==> config.mk <==
export PLATFORM = sky130hd
export DESIGN_NAME = alu_issue_stage
export DESIGN_NICKNAME = d
export VERILOG_FILES = /design/src/rtl/alu_issue_stage.sv
export SDC_FILE = /design/constraint.sdc
export NUM_CORES = 2
export LEC_CHECK = 0
export BUFFER_PORTS_ARGS = -buffer_cell sky130_fd_sc_hd__buf_4
export CAP_MARGIN = 20
export CORE_MARGIN = 2
export CORE_UTILIZATION = 60
export CTS_BUF_LIST = sky130_fd_sc_hd__clkbuf_4 sky130_fd_sc_hd__clkbuf_8 sky130_fd_sc_hd__clkbuf_16
export DETAILED_ROUTE_END_ITERATION = 8
export GPL_TIMING_DRIVEN = 0
export PLACE_DENSITY_LB_ADDON = 0.08
export SLEW_MARGIN = 20
export SYNTH_ARGS = -nofsm -noshare
export SYNTH_HDL_FRONTEND = slang
export SYNTH_SLANG_ARGS = --single-unit
==> constraint.sdc <==
create_clock -name clk -period 4.4 [get_ports clk]
set_clock_uncertainty 0.2 [all_clocks]
set_input_delay 0.66 -clock clk [delete_from_list [all_inputs] [get_ports clk]]
set_output_delay 0.66 -clock clk [all_outputs]
set_load 0.02 [all_outputs]
==> src/rtl/alu_issue_stage.sv <==
// RV32I ALU issue stage: decodes R/I-type ALU ops, tracks register busy bits,
// reads a 32x32 register file with writeback bypass and issues one op per cycle.
module alu_issue_stage #(
  parameter int BYPASS_EN = 1
) (
  input  logic        clk,
  input  logic        rst,
  input  logic        instr_valid,
  output logic        instr_ready,
  input  logic [31:0] instr,
  output logic        out_valid,
  input  logic        out_ready,
  output logic [31:0] operand_a,
  output logic [31:0] operand_b,
  output logic [3:0]  alu_opcode,
  output logic [4:0]  rd,
  output logic        illegal_pulse,
  input  logic        wb_valid,
  input  logic [4:0]  wb_rd,
  input  logic [31:0] wb_data
);

  localparam int DATA_W = 32;

  localparam logic [3:0] OP_ADD  = 4'd0;
  localparam logic [3:0] OP_SUB  = 4'd1;
  localparam logic [3:0] OP_SLL  = 4'd2;
  localparam logic [3:0] OP_SLT  = 4'd3;
  localparam logic [3:0] OP_SLTU = 4'd4;
  localparam logic [3:0] OP_XOR  = 4'd5;
  localparam logic [3:0] OP_SRL  = 4'd6;
  localparam logic [3:0] OP_SRA  = 4'd7;
  localparam logic [3:0] OP_OR   = 4'd8;
  localparam logic [3:0] OP_AND  = 4'd9;

  localparam logic [6:0] OPC_REG = 7'b0110011;
  localparam logic [6:0] OPC_IMM = 7'b0010011;
  localparam logic [6:0] F7_BASE = 7'b0000000;
  localparam logic [6:0] F7_ALT  = 7'b0100000;

  function automatic logic signed [DATA_W-1:0] sext_imm12(input logic signed [11:0] imm);
    return {{(DATA_W-12){imm[11]}}, imm};
  endfunction

  function automatic logic [DATA_W-1:0] zext_shamt(input logic [4:0] shamt);
    return {{(DATA_W-5){1'b0}}, shamt};
  endfunction

  logic [DATA_W-1:0] rf [32];
  logic [31:0]       busy;
  logic [31:0]       busy_nxt;

  logic [6:0]        opc_p0;
  logic [4:0]        rd_p0;
  logic [2:0]        f3_p0;
  logic [4:0]        rs1_p0;
  logic [4:0]        rs2_p0;
  logic [6:0]        f7_p0;
  logic              legal_p0;
  logic              is_r_p0;
  logic              is_shift_p0;
  logic [3:0]        op_p0;
  logic [DATA_W-1:0] imm_p0;
  logic              byp1_p0;
  logic              byp2_p0;
  logic              hazard_p0;
  logic [DATA_W-1:0] src_a_p0;
  logic [DATA_W-1:0] src_b_p0;
  logic              accept_p0;

  logic              vld_p1;
  logic              illegal_p1;
  logic [DATA_W-1:0] a_p1;
  logic [DATA_W-1:0] b_p1;
  logic [3:0]        op_p1;
  logic [4:0]        rd_p1;

  assign opc_p0 = instr[6:0];
  assign rd_p0  = instr[11:7];
  assign f3_p0  = instr[14:12];
  assign rs1_p0 = instr[19:15];
  assign rs2_p0 = instr[24:20];
  assign f7_p0  = instr[31:25];

  always_comb begin
    legal_p0    = 1'b0;
    is_r_p0     = 1'b0;
    is_shift_p0 = 1'b0;
    op_p0       = OP_ADD;
    if (opc_p0 == OPC_REG) begin
      is_r_p0 = 1'b1;
      unique case (f3_p0)
        3'b000: begin
          legal_p0 = (f7_p0 == F7_BASE) || (f7_p0 == F7_ALT);
          op_p0    = (f7_p0 == F7_ALT) ? OP_SUB : OP_ADD;
        end
        3'b001: begin legal_p0 = (f7_p0 == F7_BASE); op_p0 = OP_SLL;  end
        3'b010: begin legal_p0 = (f7_p0 == F7_BASE); op_p0 = OP_SLT;  end
        3'b011: begin legal_p0 = (f7_p0 == F7_BASE); op_p0 = OP_SLTU; end
        3'b100: begin legal_p0 = (f7_p0 == F7_BASE); op_p0 = OP_XOR;  end
        3'b101: begin
          legal_p0 = (f7_p0 == F7_BASE) || (f7_p0 == F7_ALT);
          op_p0    = (f7_p0 == F7_ALT) ? OP_SRA : OP_SRL;
        end
        3'b110: begin legal_p0 = (f7_p0 == F7_BASE); op_p0 = OP_OR;   end
        default: begin legal_p0 = (f7_p0 == F7_BASE); op_p0 = OP_AND; end
      endcase
    end else if (opc_p0 == OPC_IMM) begin
      unique case (f3_p0)
        3'b000: begin legal_p0 = 1'b1; op_p0 = OP_ADD;  end
        3'b001: begin
          legal_p0    = (f7_p0 == F7_BASE);
          is_shift_p0 = 1'b1;
          op_p0       = OP_SLL;
        end
        3'b010: begin legal_p0 = 1'b1; op_p0 = OP_SLT;  end
        3'b011: begin legal_p0 = 1'b1; op_p0 = OP_SLTU; end
        3'b100: begin legal_p0 = 1'b1; op_p0 = OP_XOR;  end
        3'b101: begin
          legal_p0    = (f7_p0 == F7_BASE) || (f7_p0 == F7_ALT);
          is_shift_p0 = 1'b1;
          op_p0       = (f7_p0 == F7_ALT) ? OP_SRA : OP_SRL;
        end
        3'b110: begin legal_p0 = 1'b1; op_p0 = OP_OR;   end
        default: begin legal_p0 = 1'b1; op_p0 = OP_AND; end
      endcase
    end
  end

  // Shift immediates carry funct7 in [31:25]; only the shamt reaches the ALU.
  assign imm_p0 = is_shift_p0 ? zext_shamt(rs2_p0) : sext_imm12(instr[31:20]);

  assign byp1_p0 = (BYPASS_EN != 0) && wb_valid && (wb_rd == rs1_p0) &&
                   (rs1_p0 != 5'd0) && busy[rs1_p0];
  assign byp2_p0 = (BYPASS_EN != 0) && wb_valid && (wb_rd == rs2_p0) &&
                   (rs2_p0 != 5'd0) && busy[rs2_p0];

  assign hazard_p0 = (busy[rs1_p0] && !byp1_p0) ||
                     (is_r_p0 && busy[rs2_p0] && !byp2_p0) ||
                     ((rd_p0 != 5'd0) && busy[rd_p0]);

  always_comb begin
    src_a_p0 = (rs1_p0 == 5'd0) ? '0 : rf[rs1_p0];
    if (byp1_p0) src_a_p0 = wb_data;
    src_b_p0 = imm_p0;
    if (is_r_p0) begin
      src_b_p0 = (rs2_p0 == 5'd0) ? '0 : rf[rs2_p0];
      if (byp2_p0) src_b_p0 = wb_data;
    end
  end

  assign instr_ready = !rst && (!vld_p1 || out_ready) && !(legal_p0 && hazard_p0);
  assign accept_p0   = instr_valid && instr_ready;

  // Set beats clear when an accepted rd coincides with a writeback to it.
  always_comb begin
    busy_nxt = busy;
    if (wb_valid) busy_nxt[wb_rd] = 1'b0;
    if (accept_p0 && legal_p0 && (rd_p0 != 5'd0)) busy_nxt[rd_p0] = 1'b1;
    busy_nxt[0] = 1'b0;
  end

  // Issue register stage
  always_ff @(posedge clk) begin
    if (rst) begin
      vld_p1     <= 1'b0;
      illegal_p1 <= 1'b0;
      busy       <= '0;
      a_p1       <= '0;
      b_p1       <= '0;
      op_p1      <= OP_ADD;
      rd_p1      <= '0;
      for (int i = 0; i < 32; i++) rf[i] <= '0;
    end else begin
      if (wb_valid && (wb_rd != 5'd0)) rf[wb_rd] <= wb_data;
      busy       <= busy_nxt;
      illegal_p1 <= accept_p0 && !legal_p0;
      if (accept_p0 && legal_p0) begin
        vld_p1 <= 1'b1;
        a_p1   <= src_a_p0;
        b_p1   <= src_b_p0;
        op_p1  <= op_p0;
        rd_p1  <= rd_p0;
      end else if (out_ready) begin
        vld_p1 <= 1'b0;
      end
    end
  end

  assign out_valid     = vld_p1;
  assign illegal_pulse = illegal_p1;
  assign operand_a     = a_p1;
  assign operand_b     = b_p1;
  assign alu_opcode    = op_p1;
  assign rd            = rd_p1;

endmodule

After elaboration in Yosys (flattened, before gate mapping):

Memory sizes are Yosys's and may differ from the RTL's.
Index checks and enable logic that the tools add are counted.

* memories: 1
* output and inout bits: 76
* register bits after elaboration: 107
* word-level logic and storage cells: 113
* input bits: 74
* memory bits (writable): 1024

Memory list
* rf: words 32, width 32, read ports 2, clocked after Yosys merged registers in 0, write ports 32, line 49 `logic [DATA_W-1:0] rf [32];`

* bitwise operators: 3
* mux-type cells: 42
* $lt $le $gt $ge: 6
* reduce and logical (&&, ||, !) cells: 42
* equality and inequality tests: 11

Operators with widths (number)
* $mux 32: 9
* $pmux 4 s7: 2
* $and 32x32->32: 1
* $not 32->32: 1
* $or 32x32->32: 1
* $reduce_or 32->1: 1
* $lt 5x6->1 const B: 4
* $mux 1: 22
* $logic_and 1x1->1: 20
* $reduce_bool 5->1: 4
* $bmux 1 s5: 3
* $eq 7x6->1 const B: 2
* $demux 1 s5: 2
* $eq 5x5->1: 2
* $ge 5x1->1 const B: 2
* $logic_not 5->1: 2
* $eq 3x3->1 const B: 3
* $mux 4: 2
* $eq 7x5->1 const B: 1
* $logic_not 7->1: 1
* $eq 3x2->1 const B: 2
* $logic_not 1->1: 6
* $mux 5: 1
* $logic_or 1x1->1: 4
* 5 further kinds: 6

Depth between registers and ports, before layout:

* depth after elaboration: 15
* mapped depth: 12
* gate-level depth less buffers: 7

Worst setup path after synthesis:

Ideal clock, no wire load.

* path type: in2reg
* start: in wb_rd[2]
* end: mem rf[4][0] (enable)
* path buffers: 2
* setup time: 0.430 ns
* arrival time: 3.158 ns
* setup slack: 0.612 ns
* cell stages on the path: 4
* path through: clkbuf_1 > or3b_2 > clkbuf_1 > o21bai_1

RTL lines
* from (decl): line 19 `input logic [4:0] wb_rd,`
* to (decl): line 49

Final worst setup path:

* start: in instr[21]
* end: reg b_p1[1] (netlist: operand_b[1])

* cells in the longest elaborated chain, start to end: 13
* elaborated cells on any way between the ends: 23
* those cells by class: eq/ne (1); mux (6); reduce/logical (15); memory (1)

RTL lines
* from (decl): line 10 `input logic [31:0] instr,`
* branches (longest 13 deep; another with $bmux 1 s5)
* to (signal assigned): line 181 `b_p1 <= src_b_p0;`
* to (decl): line 74 `logic [DATA_W-1:0] b_p1;`

Parallel ways; which one is timed is not known. The select of a mux whose other input is x is not followed.
A chain may end at the register's enable or synchronous reset.

==> results.sh <==
export IMPL_p_int_mw=19.5
export IMPL_core_area_sq_um=98600
export IMPL_synth_area_leaders="edfxtp_1, mux4_2, and2_1"
export IMPL_crit_type="in2reg"
export IMPL_seq_power_share=0.473
export IMPL_cts_tree="built"
export IMPL_num_rows=115
export IMPL_hold_class="in2reg"
export IMPL_nets=4617
export IMPL_die_w_microns=320
export IMPL_clk_latency_ps=770
export IMPL_track_usage=0.483
export IMPL_tightest_slew_ps=1370
export IMPL_p_sw_frac=0.264
export IMPL_whs_ps=-15.7
export IMPL_rsz0062_at_grt="no"
export IMPL_drive_gt1_frac=0.226
export IMPL_totalWireLength_mm=246
export IMPL_dpl_instance_area_sq_um=62900
export IMPL_routed_via_density=7.56
export IMPL_die_area_sq_um=102000
export IMPL_p_sw_mw=7.02
export IMPL_boundaryPins=150
export IMPL_fmax_ghz=0.221
export IMPL_cts_inserted_buffers=118
export IMPL_cts_buffer_depth=3
export IMPL_initial_core_util=0.607
export IMPL_min_period_over_period=1.03
export IMPL_grt_pass1_vias=42800
export IMPL_grt_overflow_total=0
export IMPL_p_per_area_nw_per_um2=395
export IMPL_port_buffer_count=138
export IMPL_netlist_instances=4232
export IMPL_ant_nets=0
export IMPL_violations="negative hold slack, negative setup slack"
export IMPL_clock_sinks=1130
export IMPL_multi_input_area_sq_um=25300
export IMPL_synthArstFlopShare=0
export IMPL_period_minus_slack_ps=4520
export IMPL_synth_cell_types=59
export IMPL_netlist_area_leader_share=0.514
export IMPL_wl_met3_mm=37.6
export IMPL_final_hold_viol_count=2
export IMPL_pwr_share_clk=0.395
export IMPL_die_h_microns=320
export IMPL_pre_cts_ws_ps=-1350
export IMPL_finalPower_mw=26.6
export IMPL_synth_top_area_cell="edfxtp_1"
export IMPL_register_area_sq_um=32900
export IMPL_antenna_found_initial=10
export IMPL_ys_warn_count=0
export IMPL_ys_ff_latch=1130
export IMPL_status="complete, but fails checks"
export IMPL_combPwrFrac=0.132
export IMPL_ys_flop_type="edfxtp_1"
export IMPL_fin_cells=5945
export IMPL_wl_met2_mm=101
export IMPL_cp_required_ps=4800
export IMPL_syn_to_final_growth_pct=12.5
export IMPL_gp_congestion=1.09
export IMPL_drcViolationCount=0
export IMPL_seq_area_frac_synth=0.550
export IMPL_cp_arrival_ps=4920
export IMPL_drtIter0Drc=8312
export IMPL_htreeDepth=3
export IMPL_syn_area_per_cell_sq_um=14.1
export IMPL_nFillCells=7014
export IMPL_postCtsSetupRepairBufs=0
export IMPL_grt_pass1_wl_mm=334
export IMPL_grt_start_max_net_pins=33
export IMPL_dpl_hpwl_mm=175
export IMPL_synthesis_area_sq_um=59800
export IMPL_root_buffer="clkbuf_16"
export IMPL_netlist_top_cells_count="edfxtp_1, and2_1, mux4_2"
export IMPL_top_layer="met4"
export IMPL_fin_area_sq_um=67200
export IMPL_setup_viol=3
export IMPL_clkSlewWorstSetupHoldPaths_ps=60
export IMPL_yosysMostFrequentCell="edfxtp_1"
export IMPL_wl_per_cell_microns=41.3
export IMPL_end_kind="flop"
export IMPL_vias=44900
export IMPL_start_kind="input port"
export IMPL_placed_cells=5700
export IMPL_first_pass_iters=8
export IMPL_maxSlewViolCount=0
export IMPL_synth_edf_count=1024
export IMPL_ir_drop_v=0.000499
export IMPL_cap_violations=0
export IMPL_wl_met1_mm=77.4
export IMPL_final_setup_worst_slack_ps=-118
export IMPL_crit_fanout=10
export IMPL_p_leak_nw=23.2
export IMPL_maxSlewHeadroom=0.0840
-- critical path, cell delays in order --
cell	delay, ps
buf_4	150
buf_2	390
buf_2	420
buf_1	810
clkbuf_1	640
mux4_2	440
a22oi_1	460
nand3_1	230
a21oi_1	550
a211oi_1	150
-- layout make-up --
class | instances | area share
well taps | 1287 | 0.0240
diodes | 11 | 0.000409
flip-flops and latches | 1130 | 0.489
clock inverters | 74 | 0.0105
plain buffers | 445 | 0.0279
inverters | 14 | 0.000782
clock buffers | 150 | 0.0490
multi-input cells | 2674 | 0.377
repair buffers | 160 | 0.0219
-- final timing paths --
check                           cells past startpoint     startpoint             to  slack (ps)
worst max-delay path                               10      instr[21]   operand_b[1]        -120
worst min-delay path                                3     wb_data[3]   operand_a[3]         -20
worst max register to register                      8        busy[5]   operand_a[7]         150
worst min register to register                      2  alu_opcode[0]  alu_opcode[0]         300
-- stage by stage --
stage | utilization | TNS, ps | hold slack, ps
after floorplan | - | 0 | 266
after global placement | 0.635 | -399190 | 279
after detailed placement | 0.638 | -224900 | 287
after CTS | 0.679 | 0 | 3.06
after global routing | 0.682 | 0 | 9.81
final | 0.682 | -175 | -15.7
-- timing repair --
item | 4_1_cts | 5_1_grt
hold buffers | 1 | 0
gates resized for setup | 5 | 18
endpoints found under the setup margin | 26 | 28
endpoints found under the hold margin | 1 | 0
-- kinds of logic (layout without fill, tap and decap cells) --
logic type,after synthesis,after routing,synth area share
other,1,43,0.0000627
flip-flops,1130,1130,0.550
buffers and inverters,459,843,0.0309
multiplexers,726,726,0.222
AND/OR/NAND/NOR,1382,1382,0.133
XOR/XNOR,11,11,0.00161
AO/OA/AOI/OAI,523,523,0.0620
-- power groups by stage --
stage	combinational [mW]	sequential [mW]	clock [mW]
2_1_floorplan	1.90	12.6	0
3_3_place_gp	3.18	12.7	0
3_5_place_dp	3.25	12.8	0
4_1_cts	3.26	12.5	10.3
5_1_grt	3.46	12.6	10.7
6_report	3.50	12.6	10.5
-- layout by cell type, fill, tap and decap left out, types with 13 or more instances in the layout --
master and instances:
a21oi_1 114, clkinv_2 26, nor2_1 115, or2_2 20
edfxtp_1 1024, inv_1 14, o211ai_1 13, a2bb2oi_1 21
o22ai_1 46, clkbuf_1 292, a31oi_1 13, o21ai_0 38
nand2_1 47, clkinv_1 27, o221ai_1 103, mux4_2 479
mux2i_1 227, nor3_1 202, mux2_2 20, o21bai_1 41
dfxtp_1 106, buf_2 71, nand2b_1 24, nor2b_1 38
nand3_1 24, buf_1 21, bufinv_16 13, conb_1 32
and2_1 842, a211oi_1 51, clkbuf_4 26, buf_4 149
a22oi_1 34, clkbuf_2 47, clkbuf_16 120
-- routing by layer --
metal	up-vias	global-route usage
li1	17100	-
met1	22100	0.581
met2	4565	0.672
met3	1182	0.185
met4	0	0.443
met5	-	0
-- sequential cells by signal (all words and copies together), names as in the netlist --
register,cells
operand_a,32
alu_opcode,4
busy,31
out_valid,1
rd,5
illegal_pulse,1
operand_b,32
rf,1024
No activity file was read; power rests on OpenSTA's default activity.
